--- src/rtl/line_port_arbiter_pkg.sv ---
// Shared types for the cache-line DFP port arbiter.
// Latency: n/a (types and constants only).
// Backpressure: n/a.
package line_port_arbiter_pkg;

  // Requester identity; also the encoding of the picker's winner output.
  typedef enum logic {
    ICACHE = 1'b0,
    DCACHE = 1'b1
  } req_id_t;

  typedef enum logic {
    READ  = 1'b0,
    WRITE = 1'b1
  } op_t;

  typedef enum logic [1:0] {
    IDLE = 2'd0,
    BUSY = 2'd1,
    TURN = 2'd2
  } state_t;

  // 256-bit line = 32 bytes, so line addresses clear the low 5 bits.
  localparam int LINE_OFFSET_BITS = 5;

endpackage

--- src/rtl/line_port_arbiter_rr_pick2.sv ---
// Two-way requester picker: round-robin or fixed dcache priority.
// Latency: combinational.
// Backpressure: none; winner is only meaningful when some req bit is set.
// Ports: req[0]=icache, req[1]=dcache; last = previous winner (1=dcache);
//        rr_en selects round-robin; winner 0=icache, 1=dcache.
module rr_pick2
  import line_port_arbiter_pkg::*;
(
  input  logic [1:0] req,
  input  logic       last,
  input  logic       rr_en,
  output logic       winner
);

  always_comb begin
    winner = 1'b0;
    if (req == 2'b11) begin
      // Contention: alternate away from the last winner, or favour dcache.
      winner = rr_en ? ~last : 1'b1;
    end else if (req[1]) begin
      winner = 1'b1;
    end
  end

endmodule

--- src/rtl/line_port_arbiter.sv ---
// Shares one cache-line DFP port between icache (read) and dcache (read/write).
// Latency: request in IDLE -> dfp_read/dfp_write next cycle; resp same cycle as dfp_resp.
// Backpressure: requests are held by the caches until their resp; one line in flight.
// Ports: i_* icache side, d_* dcache side, dfp_* downstream burst adapter side;
//        clk, rst (synchronous, active-high).
module line_port_arbiter
  import line_port_arbiter_pkg::*;
#(
  parameter int ADDR_W = 32,
  parameter int LINE_W = 256,
  parameter int RR_EN  = 1
) (
  input  logic              clk,
  input  logic              rst,
  input  logic [ADDR_W-1:0] i_addr,
  input  logic              i_read,
  output logic [LINE_W-1:0] i_rdata,
  output logic              i_resp,
  input  logic [ADDR_W-1:0] d_addr,
  input  logic              d_read,
  input  logic              d_write,
  input  logic [LINE_W-1:0] d_wdata,
  output logic [LINE_W-1:0] d_rdata,
  output logic              d_resp,
  output logic [ADDR_W-1:0] dfp_addr,
  output logic              dfp_read,
  output logic              dfp_write,
  output logic [LINE_W-1:0] dfp_wdata,
  input  logic [LINE_W-1:0] dfp_rdata,
  input  logic              dfp_resp
);

  localparam logic [ADDR_W-1:0] LINE_MASK =
    ~((ADDR_W'(1) << LINE_OFFSET_BITS) - ADDR_W'(1));

  state_t            state_q, state_d;
  req_id_t           owner_q, last_q;
  op_t               op_q;
  logic [ADDR_W-1:0] addr_q;
  logic [LINE_W-1:0] wdata_q;

  logic [1:0] req;
  logic       winner;
  logic       grant;

  assign req   = {d_read | d_write, i_read};
  assign grant = (state_q == IDLE) && (req != 2'b00);

  rr_pick2 u_pick (
    .req    (req),
    .last   (last_q),
    .rr_en  (RR_EN != 0),
    .winner (winner)
  );

  // Transaction latch: everything driven downstream comes from here so the
  // port stays stable while requesters change their inputs mid-transaction.
  always_ff @(posedge clk) begin
    if (rst) begin
      state_q <= IDLE;
      owner_q <= ICACHE;
      last_q  <= DCACHE;
      op_q    <= READ;
      addr_q  <= '0;
      wdata_q <= '0;
    end else begin
      state_q <= state_d;
      if (grant) begin
        owner_q <= req_id_t'(winner);
        last_q  <= req_id_t'(winner);
        if (winner) begin
          // Read+write together is illegal; the write takes precedence.
          op_q    <= d_write ? WRITE : READ;
          addr_q  <= d_addr & LINE_MASK;
          wdata_q <= d_wdata;
        end else begin
          op_q    <= READ;
          addr_q  <= i_addr & LINE_MASK;
        end
      end
    end
  end

  always_comb begin
    state_d   = state_q;
    dfp_read  = 1'b0;
    dfp_write = 1'b0;
    i_resp    = 1'b0;
    d_resp    = 1'b0;
    case (state_q)
      IDLE: begin
        if (grant) state_d = BUSY;
      end
      BUSY: begin
        dfp_read  = (op_q == READ);
        dfp_write = (op_q == WRITE);
        i_resp    = dfp_resp && (owner_q == ICACHE);
        d_resp    = dfp_resp && (owner_q == DCACHE);
        if (dfp_resp) state_d = TURN;
      end
      // Mandatory gap so the just-served cache can drop its request.
      TURN:    state_d = IDLE;
      default: state_d = IDLE;
    endcase
  end

  assign dfp_addr  = addr_q;
  assign dfp_wdata = wdata_q;
  assign i_rdata   = dfp_rdata;
  assign d_rdata   = dfp_rdata;

  a_no_rw_together : assert property (@(posedge clk) disable iff (rst)
    !(d_read && d_write))
    else $error("dcache raised read and write together");

  a_resp_only_busy : assert property (@(posedge clk) disable iff (rst)
    dfp_resp |-> (state_q == BUSY))
    else $warning("dfp_resp seen outside a transaction, ignored");

endmodule

--- config.mk ---
export PLATFORM = sky130hd
export DESIGN_NAME = line_port_arbiter
export DESIGN_NICKNAME = d
export VERILOG_FILES = /design/src/rtl/line_port_arbiter_pkg.sv /design/src/rtl/line_port_arbiter_rr_pick2.sv /design/src/rtl/line_port_arbiter.sv
export SDC_FILE = /design/constraint.sdc
export NUM_CORES = 1
export LEC_CHECK = 0
export BUFFER_PORTS_ARGS = -buffer_cell sky130_fd_sc_hd__buf_2
export CAP_MARGIN = 40
export CORE_AREA = 2 2 544 546
export DETAILED_ROUTE_END_ITERATION = 7
export DIE_AREA = 0 0 546 548
export GPL_ROUTABILITY_DRIVEN = 0
export PLACE_DENSITY_LB_ADDON = 0.12
export SETUP_SLACK_MARGIN = 0.2
export SYNTH_ARGS = -nofsm -noshare
export SYNTH_HDL_FRONTEND = slang
export SYNTH_SLANG_ARGS = --single-unit
export TNS_END_PERCENT = 20
--- constraint.sdc ---
create_clock -name clk -period 1.6 [get_ports clk]
set_input_delay 0.08 -clock clk [delete_from_list [all_inputs] [get_ports clk]]
set_output_delay 0.08 -clock clk [all_outputs]
set_load 0.01 [all_outputs]
Word-level counts from Yosys, hierarchy flattened. Cells that the tools add are included.

Equal/unequal tests: 4. Muxes and demuxes: 12. Bitwise gates (word level): 4. Reductions and logical operators: 7.

Operators by type and width (count): 32-bit 2-to-1 mux (1); 1-bit 2-to-1 mux (8); 2-bit 2-to-1 mux (2); 2-bit inequality test, second input constant (2); 2-bit one-hot mux with 2 select lines (1); 2-bit AND reduction (2); 1-bit logical AND (3); 1-bit inverter (3); 2-bit by 1-bit == test with 1-bit output, second input constant (1); 2-bit == test, second input constant (1); 2-bit zero test (1); 2-bit nonzero test (1); 1-bit bitwise OR (1).

Bits in registers: 293. Input port bits: 582. Output and inout bits: 804. Word-level logic and storage cells: 33.

Logic depth before layout (Yosys ltp). Gate-level depths: netlist (run 1).

Depth in word-level cells: 5. Depth in mapped cells: 6. Mapped depth without buffers: 3.

Modules after synthesis. Synthesis (run 1) repeated with hierarchy kept, for this count alone.

Cells, all modules: 1839. Area, all modules: 17092.6 sq um.

By module, submodules not included: line_port_arbiter (times used 1, cells each 1837, area an instance 17082.6 sq um, sequential area each 5765.5 sq um); rr_pick2 (times used 1, cells each 2, area an instance 10.0 sq um, sequential area each 0.0 sq um).

Worst setup path before layout (run 1). No wires, ideal clock.

Path kind: flip-flop to flip-flop. Start point: register state_q[1]. End point: register addr_q[11] (netlist: dfp_addr[11]). Library setup time: 0.133 ns. Data arrival time: 1.240 ns. Data required time: 1.467 ns. Path slack: 0.227 ns. Cell stages (with the launch flop): 7. Buffers on the path: 3. Period minus slack after synthesis: 1.373 ns. Cells stage by stage: dfxtp_1 or2_1 buf_2 buf_2 nor2_4 buf_4 a311oi_1.

Longest elaborated chain between the ends: 2.

RTL lines: from (decl) (line line_port_arbiter.sv:36) `state_t state_q, state_d;`; from (signal assigned) (line line_port_arbiter.sv:67) `state_q <= state_d;`; 2-bit zero test (line line_port_arbiter.sv:47) `assign grant = (state_q == IDLE) && (req != 2'b00);`; 1-bit logical AND (line line_port_arbiter.sv:47); to (signal assigned) (line line_port_arbiter.sv:74) `addr_q <= d_addr & LINE_MASK;`; to (signal assigned) (line line_port_arbiter.sv:78) `addr_q <= i_addr & LINE_MASK;`; to (decl) (line line_port_arbiter.sv:39) `logic [ADDR_W-1:0] addr_q;`.

No other way between the ends. A chain may end at the register's enable or synchronous reset.

Final worst setup path (run 1).
Start point: register state_q[1]. End point: register addr_q[17] (netlist: dfp_addr[17]).

The elaborated chain is that of the path after synthesis.

==> results by group, run 1 <==
Critical path
  – Crit end category: flop
  – FF-to-FF Start: state_q[1]
  – Startpoint Class: flop
  – Critical path arrival: 2.29 ns
  – R2r endpoint: dfp_addr[17]
  – Worst Path Required: 2.19 ns
  – R2R cell count: 7
  – Reg2reg setup slack: -0.1 ns
  – Worst Path Max Fanout: 27
  – Setup Crit Path Kind: flop to flop

Timing
  – Final min period: 1.70 ns
  – Max Clock Skew: 0.0518 ns
  – Setup violations, final: 211
  – Final Slew Violations: 0
  – RSZ-0062 raised after global routing: yes
  – Final setup TNS: -9.69 ns
  – Final period utilization: 1.06
  – Final WS setup: -0.0998 ns
  – Fin. Hold Viols: 0
  – Max Fclk: 588 MHz

Synthesis
  – Ys async rst share: 0
  – Post-Synthesis Cells: 1865
  – EDFF count, synth: 0
  – Syn Std Cell Area: 14900 um2
  – Sequential fraction of the synthesis area: 0.387
  – YS warnings: 0
  – Flop and latch count out of synthesis: 288
  – Post-synthesis cell type count: 24
  – Synthesized area per cell: 7.99 um2
  – Top_reg_cell synth: dfxtp_1

Clock tree
  – H-tree depth: 2
  – Clock transition at the registers of the reported paths: 0.06 ns
  – Sink Count: 288
  – CTS tree: built
  – Num CTS Buffers: 49
  – Clk_lat worst skew: 0.71 ns
  – Maximum clock path buffer count: 3
  – Clock root cell: clkbuf_16

Pwr
  – Comb power frac: 0.326
  – Reg power frac: 0.289
  – Sw power: 9.86 mW
  – Peak supply drop: 879 uV
  – Clk pwr share: 0.385
  – Power density cells: 959 nW/um2
  – Sw frac: 0.348
  – Pleak: 10.8 nW
  – Pint: 18.5 mW

Global route
  – First-pass GRT wire length: 183000 um
  – Remaining Overflow, GRT: 0
  – Antenna violations before repair: 28
  – Pin count of the biggest net entering global routing: 43
  – Vias in the first global route: 16.8k
  – Gr usage total: 0.0936

Routing
  – TritonRoute pass-1 iters: 5
  – Total number of vias: 15.9k
  – DR DRC count: 0
  – Wire per inst: 23.6 um
  – DRT antenna net count: 0
  – Iter 0 DRT Violations: 572
  – Vias/cell: 2.50
  – Post-Route WL: 150000 um

Worst hold path
  – Hold depth: 4
  – Hold Crit Class: primary input to flop
  – Min-Delay Startpoint: d_wdata[232]
  – Hold path endpoint: dfp_wdata[232]

Floorplan
  – DIE WIDTH: 546 um
  – Rows: 199
  – Die height: 548 um
  – Initial Util: 0.0508
  – I/O Pins: 1386
  – Core area: 293000 um2
  – DIE AREA: 299000 um2

Layout
  – Layout cells sized above 1: 0.503
  – Layout net count: 3003
  – Area grow syn2layout: 98.6%
  – Fin util: 0.101
  – Fillers: 34.2k

Placed design
  – Final HPWL DP: 111000 um
  – I/O Buffers: 602

Job
  – Max-Cap Viols: 0

Run status
  – Failing checks: setup timing
  – Status: finished, violations left
-- flip-flops by register name, indices dropped and copies added (netlist names) --
name       flops
dfp_addr      27
last_q         1
dfp_wdata    256
owner_q        1
state_q        2
op_q           1
-- power groups by stage --
stage | sequential (mW) | clock (mW) | combinational (mW)
2_1_floorplan | 8.47 | 0 | 3.06
3_3_place_gp | 8.25 | 0 | 5.42
3_5_place_dp | 8.25 | 0 | 5.35
4_1_cts | 8.14 | 11.7 | 8.47
5_1_grt | 8.29 | 11.7 | 9.92
6_report | 8.21 | 10.9 | 9.24
-- what timing repair did --
item,in CTS,in global routing
cloned,48,21
gates resized for setup,424,470
hold buffers,316,0
pin swaps,117,204
endpoints found under the setup margin,387,377
hold endpoints to repair,288,0
buffers inserted,61,6
-- cell families after synthesis --
kind of cell,share of synthesized area
other,0.000252
AND/OR/NAND/NOR,0.106
AO/OA/AOI/OAI,0.201
flip-flops,0.387
buffers and inverters,0.306
-- final cells by class --
cell class	count	area, um2	share of cell area
tap	3919	4900	0.166
clock buffer	70	1420	0.0478
clock inverter	13	134	0.00453
sequential	288	5800	0.196
antenna	5	12.5	0.000423
multi-input combinational	905	6080	0.206
timing repair buffer	1177	11200	0.380
-- placed cells by master, fill, tap and decap left out, types with 5 or more instances in the layout --
master / count
clkbuf_16: 66
dfxtp_2: 20
dfxtp_1: 265
o21ai_4: 26
buf_6: 73
buf_16: 63
diode_2: 5
clkinv_2: 5
a21oi_2: 51
clkbuf_1: 10
o21ai_1: 85
buf_2: 544
o21ai_2: 129
buf_12: 66
nand3_1: 199
dlygate4sd3_1: 316
a21oi_1: 235
nand2_1: 56
clkbuf_8: 11
o21ai_0: 18
nand3_2: 36
bufbuf_16: 7
buf_8: 18
nand3_4: 22
conb_1: 5
buf_4: 71
a311oi_1: 25
-- worst max-delay path, stage by stage (launching register included) --
cell and delay (ns):
dfxtp_4 0.35, buf_6 0.12, or2_4 0.34, buf_6 0.16
buf_12 0.14, nor2_4 0.11, buf_12 0.20, a311oi_1 0.12
-- worst max-delay path by stage --
stage,end,start
6_report,dfp_addr[17],state_q[1]
5_1_grt,d_resp,state_q[0]
4_1_cts,dfp_read,state_q[0]
3_5_place_dp,dfp_wdata[188],last_q
3_3_place_gp,dfp_wdata[25],last_q
2_1_floorplan,dfp_addr[11],state_q[1]
-- synth_stat cells, types with 2 or more instances --
library cell,count,area (um2)
a21oi_1,286,1430
buf_2,55,275
a311oi_1,27,236
clkbuf_1,96,360
nand2_1,57,214
o21ai_0,258,1290
nor2b_1,2,12.5
buf_4,519,3900
nand3_1,257,1290
buf_1,6,22.5
nor2_1,2,7.51
dfxtp_1,288,5770
-- layer usage --
layer | GRT usage | vias up | wire length (um)
met3 | 0.0706 | 350 | 23700
met5 | 0.00142 | - | 41
li1 | - | 7078 | -
met4 | 0.0551 | 2 | 9810
met2 | 0.157 | 1068 | 71200
met1 | 0.0786 | 7421 | 45500
-- per-stage QoR --
stage	hold WS [ns]	setup WS, ns	cells	total power [mW]	instance area, um2
final	0.155	-0.0998	6377	28.4	29600
after global routing	0.112	-0.195	6376	29.9	29600
after CTS	0.0313	-0.231	6346	28.3	27600
after detailed placement	0.160	0.0164	5838	13.6	19800
after global placement	0.160	0.000327	5838	13.7	19800
after floorplan	0.218	0.227	1869	11.5	14900
No activity file was read; power rests on OpenSTA's default activity.
==> run 2, diff against run 1 <==
--- a/config.mk
+++ b/config.mk
@@ -5,14 +5,15 @@
 export SDC_FILE = /design/constraint.sdc
 export NUM_CORES = 1
 export LEC_CHECK = 0
-export BUFFER_PORTS_ARGS = -buffer_cell sky130_fd_sc_hd__buf_2
 export CAP_MARGIN = 40
-export CORE_AREA = 2 2 544 546
+export CORE_AREA = 2 2 547 549
 export DETAILED_ROUTE_END_ITERATION = 7
-export DIE_AREA = 0 0 546 548
+export DIE_AREA = 0 0 549 551
+export DONT_BUFFER_PORTS = 1
 export GPL_ROUTABILITY_DRIVEN = 0
 export PLACE_DENSITY_LB_ADDON = 0.12
 export SETUP_SLACK_MARGIN = 0.2
+export SKIP_CTS_REPAIR_TIMING = 1
 export SYNTH_ARGS = -nofsm -noshare
 export SYNTH_HDL_FRONTEND = slang
 export SYNTH_SLANG_ARGS = --single-unit
==> run 2 against run 1 <==
Effect of this change:
- the run ends with hold timing, setup timing left
- cell area decreased by 15%
- count of clock-buffer cells in the layout increased by 4
- clock skew about the same
- die area increased by 1.1%
- critical path depth decreased by 3
- register-to-register slack improved by 0.05 ns
- routed wire length increased by 0.50%
- non-clock buffer count decreased by 606
- utilization decreased by 1.6 points
- sequential cell count unchanged
==> results by group, run 2 (same netlist as run 1, synthesis figures left out) <==
Clock tree
  – CTS tree: built (unchanged)
  – Maximum clock path buffer count: 3 (unchanged)
  – Num CTS Buffers: 51 (was 49)
  – Clock root cell: clkbuf_16 (unchanged)
  – Clk_lat worst skew: 0.71 ns (about the same)
  – Clock transition at the registers of the reported paths: 0.08 ns (was 0.06 ns)
  – Sink Count: 288 (unchanged)
  – H-tree depth: 2 (unchanged)

Global route
  – First-pass GRT wire length: 165000 um (was 183000 um)
  – Vias in the first global route: 12.7k (was 16.8k)
  – Remaining Overflow, GRT: 0 (unchanged)
  – Pin count of the biggest net entering global routing: 289 (was 43)
  – Antenna violations before repair: 31 (was 28)
  – Gr usage total: 0.0862 (was 0.0936)

Floorplan
  – I/O Pins: 1386 (unchanged)
  – Rows: 200 (was 199)
  – DIE WIDTH: 549 um (was 546 um)
  – Initial Util: 0.0503 (was 0.0508)
  – Core area: 296000 um2 (was 293000 um2)
  – DIE AREA: 302000 um2 (was 299000 um2)
  – Die height: 551 um (was 548 um)

Pwr
  – Power density cells: 1090 nW/um2 (was 959 nW/um2)
  – Peak supply drop: 824 uV (was 879 uV)
  – Sw power: 9.44 mW (was 9.86 mW)
  – Clk pwr share: 0.441 (was 0.385)
  – Reg power frac: 0.312 (was 0.289)
  – Pleak: 7.82 nW (was 10.8 nW)
  – Comb power frac: 0.248 (was 0.326)
  – Sw frac: 0.344 (was 0.348)
  – Pint: 18.0 mW (was 18.5 mW)

Timing
  – Fin. Hold Viols: 250 (was 0)
  – Slew HR: 0.284
  – Setup violations, final: 60 (was 211)
  – Final setup TNS: -1.22 ns (was -9.69 ns)
  – RSZ-0062 raised after global routing: yes (unchanged)
  – Final WS setup: -0.188 ns (was -0.0998 ns)
  – Final period utilization: 1.12 (was 1.06)
  – Max Clock Skew: 0.0522 ns (was 0.0518 ns)
  – WHS: -0.514 ns (was 0.155 ns)
  – Final Slew Violations: 0 (unchanged)
  – Worst Max-Slew Pin Slew: 1.07 ns
  – Final min period: 1.79 ns (was 1.70 ns)
  – Max Fclk: 559 MHz (was 588 MHz)

Routing
  – Vias/cell: 2.38 (was 2.50)
  – TritonRoute pass-1 iters: 4 (was 5)
  – DR DRC count: 0 (unchanged)
  – Total number of vias: 13.8k (was 15.9k)
  – Post-Route WL: 151000 um (was 150000 um)
  – DRT antenna net count: 0 (unchanged)
  – Iter 0 DRT Violations: 657 (was 572)
  – Wire per inst: 26.0 um (was 23.6 um)

Placed design
  – Final HPWL DP: 112000 um (was 111000 um)
  – I/O Buffers: 0 (was 602)
  – Placed cell count: 5330 (was 5838)

Layout
  – Max reg flops: 256 (unchanged)
  – Area grow syn2layout: 69.6% (was 98.6%)
  – Most common cell after layout, fill and taps aside: dlygate4sd3_1 (was buf_2)
  – Area occupied by registers: 5800 um2 (about the same)
  – Area of the multi-input gates: 5850 um2 (was 6080 um2)
  – Finished Layout Cells: 5802 (was 6377)
  – Layout net count: 2399 (was 3003)
  – Layout cells sized above 1: 0.327 (was 0.503)
  – Fillers: 34.6k (was 34.2k)
  – Most frequent cells in the layout: dlygate4sd3_1 (275), dfxtp_1 (266), a21oi_1 (203) (was buf_2 (544), dlygate4sd3_1 (316), dfxtp_1 (265))

Run status
  – Status: finished, violations left (unchanged)
  – Failing checks: hold timing, setup timing (was setup timing)

Critical path
  – Critical path arrival: 1.71 ns (was 2.29 ns)
  – Crit end category: output port (was flop)
  – Delay-heaviest family, CP: simple AND/OR/NAND/NOR gates (was buffers and inverters)
  – Worst Path Max Fanout: 5 (was 27)
  – Critical path's most frequent cell: nor2b_4
  – WP buf/inv: 2 (was 4)
  – Max incr delay on CP: 0.36 ns (was 0.35 ns)
  – Worst Path Required: 1.52 ns (was 2.19 ns)
  – Crit-path cells: nor2b_4, nor2b_4, buf_6, buf_12 (was buf_6, or2_4, buf_6, buf_12, nor2_4, buf_12, a311oi_1)
  – Max stage delay cell, worst path: dfxtp_2 (was dfxtp_4)
  – Setup Crit Path Kind: flop to output port (was flop to flop)
  – Startpoint Class: flop (unchanged)

Job
  – Max-Cap Viols: 0 (unchanged)

Worst hold path
  – Hold Crit Class: primary input to flop (unchanged)
-- run 2: changes by cell type in the layout (fill, tap and decap cells not counted), moves of 19 or more --
cell	previous run	this run
o21ai_4	26	4
buf_2	544	0
a21oi_2	51	82
buf_12	66	47
a21oi_1	235	203
o21ai_2	129	12
buf_4	71	94
dlygate4sd3_1	316	275
nand3_2	36	59
buf_16	63	11
nand3_1	199	160
clkbuf_16	66	93
o21ai_0	18	173
-- run 2: cell type report --
cell class / instances / share of cell area
clock inverters: 18 / 0.0101
well taps: 3939 / 0.195
diodes: 7 / 0.000693
multi-input cells: 905 / 0.231
repair buffers: 571 / 0.275
clock buffers: 74 / 0.0579
flip-flops and latches: 288 / 0.230
-- run 2: final timing paths --
path                    end  cells after the start     startpoint  slack [ns]
min reg2reg   dfp_wdata[49]                      2  dfp_wdata[49]        0.46
min          dfp_wdata[236]                      2   d_wdata[236]       -0.51
max reg2reg  dfp_wdata[132]                      8         last_q       -0.05
max                dfp_read                      4     state_q[0]       -0.19
-- run 2: stage by stage --
| stage | worst slack (ns) | area [um2] | total power, mW | util |
|---|---|---|---|---|
| finish | -0.188 | 25300 | 27.5 | 0.0853 |
| global route | -0.285 | 25300 | 28.9 | 0.0853 |
| CTS | -0.563 | 18900 | 25.5 | 0.0639 |
| detailed placement | -0.115 | 17200 | 12.8 | 0.0581 |
| global placement | -0.141 | 17200 | 12.8 | 0.0581 |
| floorplan | 0.227 | 14900 | 11.5 | - |
-- run 2: power groups by stage --
stage / Clock [mW] / Combinational [mW] / Sequential [mW]
finish: 12.1 / 6.80 / 8.56
global route: 12.9 / 7.37 / 8.63
floorplan: 0 / 3.06 / 8.47
detailed placement: 0 / 4.07 / 8.69
CTS: 12.8 / 4.08 / 8.54
global placement: 0 / 4.10 / 8.70
-- run 2: layer usage --
layer,vias up,GRT usage,part of all wire
li1,5839,-,-
met1,6451,0.0688,0.30
met2,1137,0.139,0.46
met3,379,0.0762,0.17
met4,4,0.0547,0.068
met5,-,0.00250,0.00077
==> run 3, diff against run 2 <==
--- a/config.mk
+++ b/config.mk
@@ -11,6 +11,7 @@
 export DIE_AREA = 0 0 549 551
 export DONT_BUFFER_PORTS = 1
 export GPL_ROUTABILITY_DRIVEN = 0
+export GPL_TIMING_DRIVEN = 0
 export PLACE_DENSITY_LB_ADDON = 0.12
 export SETUP_SLACK_MARGIN = 0.2
 export SKIP_CTS_REPAIR_TIMING = 1
==> constraint.sdc (replaced) <==
create_clock -name clk -period 1.61 [get_ports clk]
set_input_delay 0.0805 -clock clk [delete_from_list [all_inputs] [get_ports clk]]
set_output_delay 0.0805 -clock clk [all_outputs]
set_load 0.01 [all_outputs]
==> run 3 against run 2 <==
Effect of this change:
- the run ends with setup timing left
- die area stayed put
- largest cell class unchanged
- highest routed layer unchanged
- final cell count is 8.1% higher
- utilization is 0.21 points higher
- worst setup slack better by 0.065 ns
==> results by group, run 3 (same netlist as run 1, synthesis figures left out) <==
Timing
  – Fin. Hold Viols: 0 (was 250)
  – Final min period: 1.73 ns
  – Worst Max-Slew Pin Slew: 0.769 ns (was 1.07 ns)
  – Slew HR: 0.484 (was 0.284)
  – Max Clock Skew: 0.0304 ns (was 0.0522 ns)
  – Final Slew Violations: 0 (unchanged)
  – Final period utilization: 1.08
  – RSZ-0062 raised after global routing: yes (unchanged)
  – Setup violations, final: 73 (was 60)
  – Final WS setup: -0.124 ns (was -0.188 ns)
  – Max Fclk: 577 MHz

Critical path
  – Startpoint Class: flop (unchanged)
  – Max stage delay cell, worst path: clkbuf_1 (was dfxtp_2)
  – Crit end category: flop (was output port)
  – Worst Path Max Fanout: 10 (was 5)
  – Critical path arrival: 2.31 ns (was 1.71 ns)
  – Setup Crit Path Kind: flop to flop (was flop to output port)
  – Crit-path cells: nor2_4, buf_12, buf_4, clkbuf_1, a21oi_1, a311oi_1 (was nor2b_4, nor2b_4, buf_6, buf_12)
  – Worst Path Required: 2.19 ns (was 1.52 ns)
  – Max incr delay on CP: 0.45 ns (was 0.36 ns)

Run status
  – Status: finished, violations left (unchanged)
  – Failing checks: setup timing (was hold timing, setup timing)

Global route
  – Top Usage Layer GRT: met2 (unchanged)
  – Met3 GRT Util: 0.0464 (was 0.0762)
  – Remaining Overflow, GRT: 0 (unchanged)
  – First-pass GRT wire length: 182000 um (was 165000 um)
  – Gr usage total: 0.0955 (was 0.0862)
  – Met1 usage: 0.0951 (was 0.0688)
  – Pin count of the biggest net entering global routing: 13 (was 289)
  – Antenna violations before repair: 55 (was 31)
  – Vias in the first global route: 13.9k (was 12.7k)
  – Grt met2 use: 0.167 (was 0.139)

Pwr
  – Peak supply drop: 752 uV (was 824 uV)
  – Pleak: 8.94 nW (was 7.82 nW)
  – Power density cells: 1000 nW/um2 (was 1090 nW/um2)

Floorplan
  – Die height: 551 um (unchanged)
  – DIE WIDTH: 549 um (unchanged)
  – I/O Pins: 1386 (unchanged)
  – DIE AREA: 302000 um2 (unchanged)
  – Initial Util: 0.0503 (unchanged)
  – Core area: 296000 um2 (unchanged)
  – Rows: 200 (unchanged)

Clock tree
  – CTS tree: built (unchanged)
  – Sink Count: 288 (unchanged)
  – Maximum clock path buffer count: 3 (unchanged)
  – Clock transition at the registers of the reported paths: 0.06 ns (was 0.08 ns)
  – Num CTS Buffers: 49 (was 51)
  – H-tree depth: 2 (unchanged)
  – Clk_lat worst skew: 0.70 ns (was 0.71 ns)
  – Clock root cell: clkbuf_16 (unchanged)

Routing
  – DRT antenna net count: 0 (unchanged)
  – DR DRC count: 0 (unchanged)
  – TritonRoute pass-1 iters: 4 (unchanged)
  – Post-Route WL: 157000 um (was 151000 um)
  – Wire per inst: 25.0 um (was 26.0 um)
  – Iter 0 DRT Violations: 731 (was 657)
  – Vias/cell: 2.48 (was 2.38)
  – Total number of vias: 15.6k (was 13.8k)

Layout
  – Layout cells sized above 1: 0.353 (was 0.327)
  – Layout net count: 2844 (was 2399)
  – Finished Layout Cells: 6271 (was 5802)
  – Max reg flops: 256 (unchanged)
  – Most frequent cells in the layout: buf_4 (543), dlygate4sd3_1 (314), a21oi_1 (284) (was dlygate4sd3_1 (275), dfxtp_1 (266), a21oi_1 (203))
  – Fillers: 34.7k (was 34.6k)
  – Area grow syn2layout: 73.8% (was 69.6%)
  – Most common cell after layout, fill and taps aside: buf_4 (was dlygate4sd3_1)
  – Fin util: 0.0874 (was 0.0853)

Worst hold path
  – Hold Crit Class: primary input to flop (unchanged)

Placed design
  – Final HPWL DP: 132000 um (was 112000 um)
  – Placed cell count: 5817 (was 5330)
  – I/O Buffers: 0 (unchanged)

Job
  – Max-Cap Viols: 0 (unchanged)
==> run 3: worst paths after layout <==
check                                     from  depth (start not counted)  slack (ns)             end
worst max-delay path                state_q[0]                          6       -0.12    dfp_addr[16]
worst min-delay path                    d_read                          4        0.06      state_q[0]
worst max register to register      state_q[0]                          6       -0.12    dfp_addr[16]
worst min register to register  dfp_wdata[221]                          2        0.52  dfp_wdata[221]
==> run 3: power breakdown <==
group          internal, mW  total, mW  switching [mW]
Combinational          2.65       6.27            3.62
Sequential             7.74       8.98            1.25
Clock                  6.01       10.7            4.71
==> run 3: metal layers <==
layer | routed length, um | up-vias
met3 | 17000 | 248
met4 | 6680 | 2
met2 | 77300 | 1068
met1 | 55800 | 7493
li1 | - | 6754
met5 | 13 | -
==> run 3: area by class of cell <==
type	instances	area (um2)	share of cell area
Sequential cell	288	5780	0.223
Buffer	675	5110	0.197
Tap cell	3939	4930	0.190
Multi-Input combinational cell	905	4900	0.189
Timing Repair Buffer	343	3580	0.138
Clock buffer	68	1360	0.0524
Clock inverter	18	150	0.00580
Antenna cell	35	87.6	0.00338
==> run 3: worst max-delay path: cells and delay by family, from the launching register on <==
kind	cells	cell delay (ns)
buf+inv	3	0.71
simple gates	1	0.17
compound gates	2	0.41
flops	1	0.34
==> run 3: metrics by stage <==
step | total power [mW] | setup slack, ns | cell area [um2] | hold slack (ns) | setup TNS [ns]
floorplan | 11.5 | 0.237 | 14900 | 0.218 | 0
global placement | 14.1 | -2.13 | 19800 | 0.232 | -433.42
detailed placement | 14.1 | -1.44 | 20000 | 0.235 | -248.94
CTS | 25.3 | -1.41 | 21500 | -0.617 | -252.56
global route | 27.4 | -0.251 | 25900 | 0.0143 | -16.08
finish | 26.0 | -0.124 | 25900 | 0.0617 | -4.03
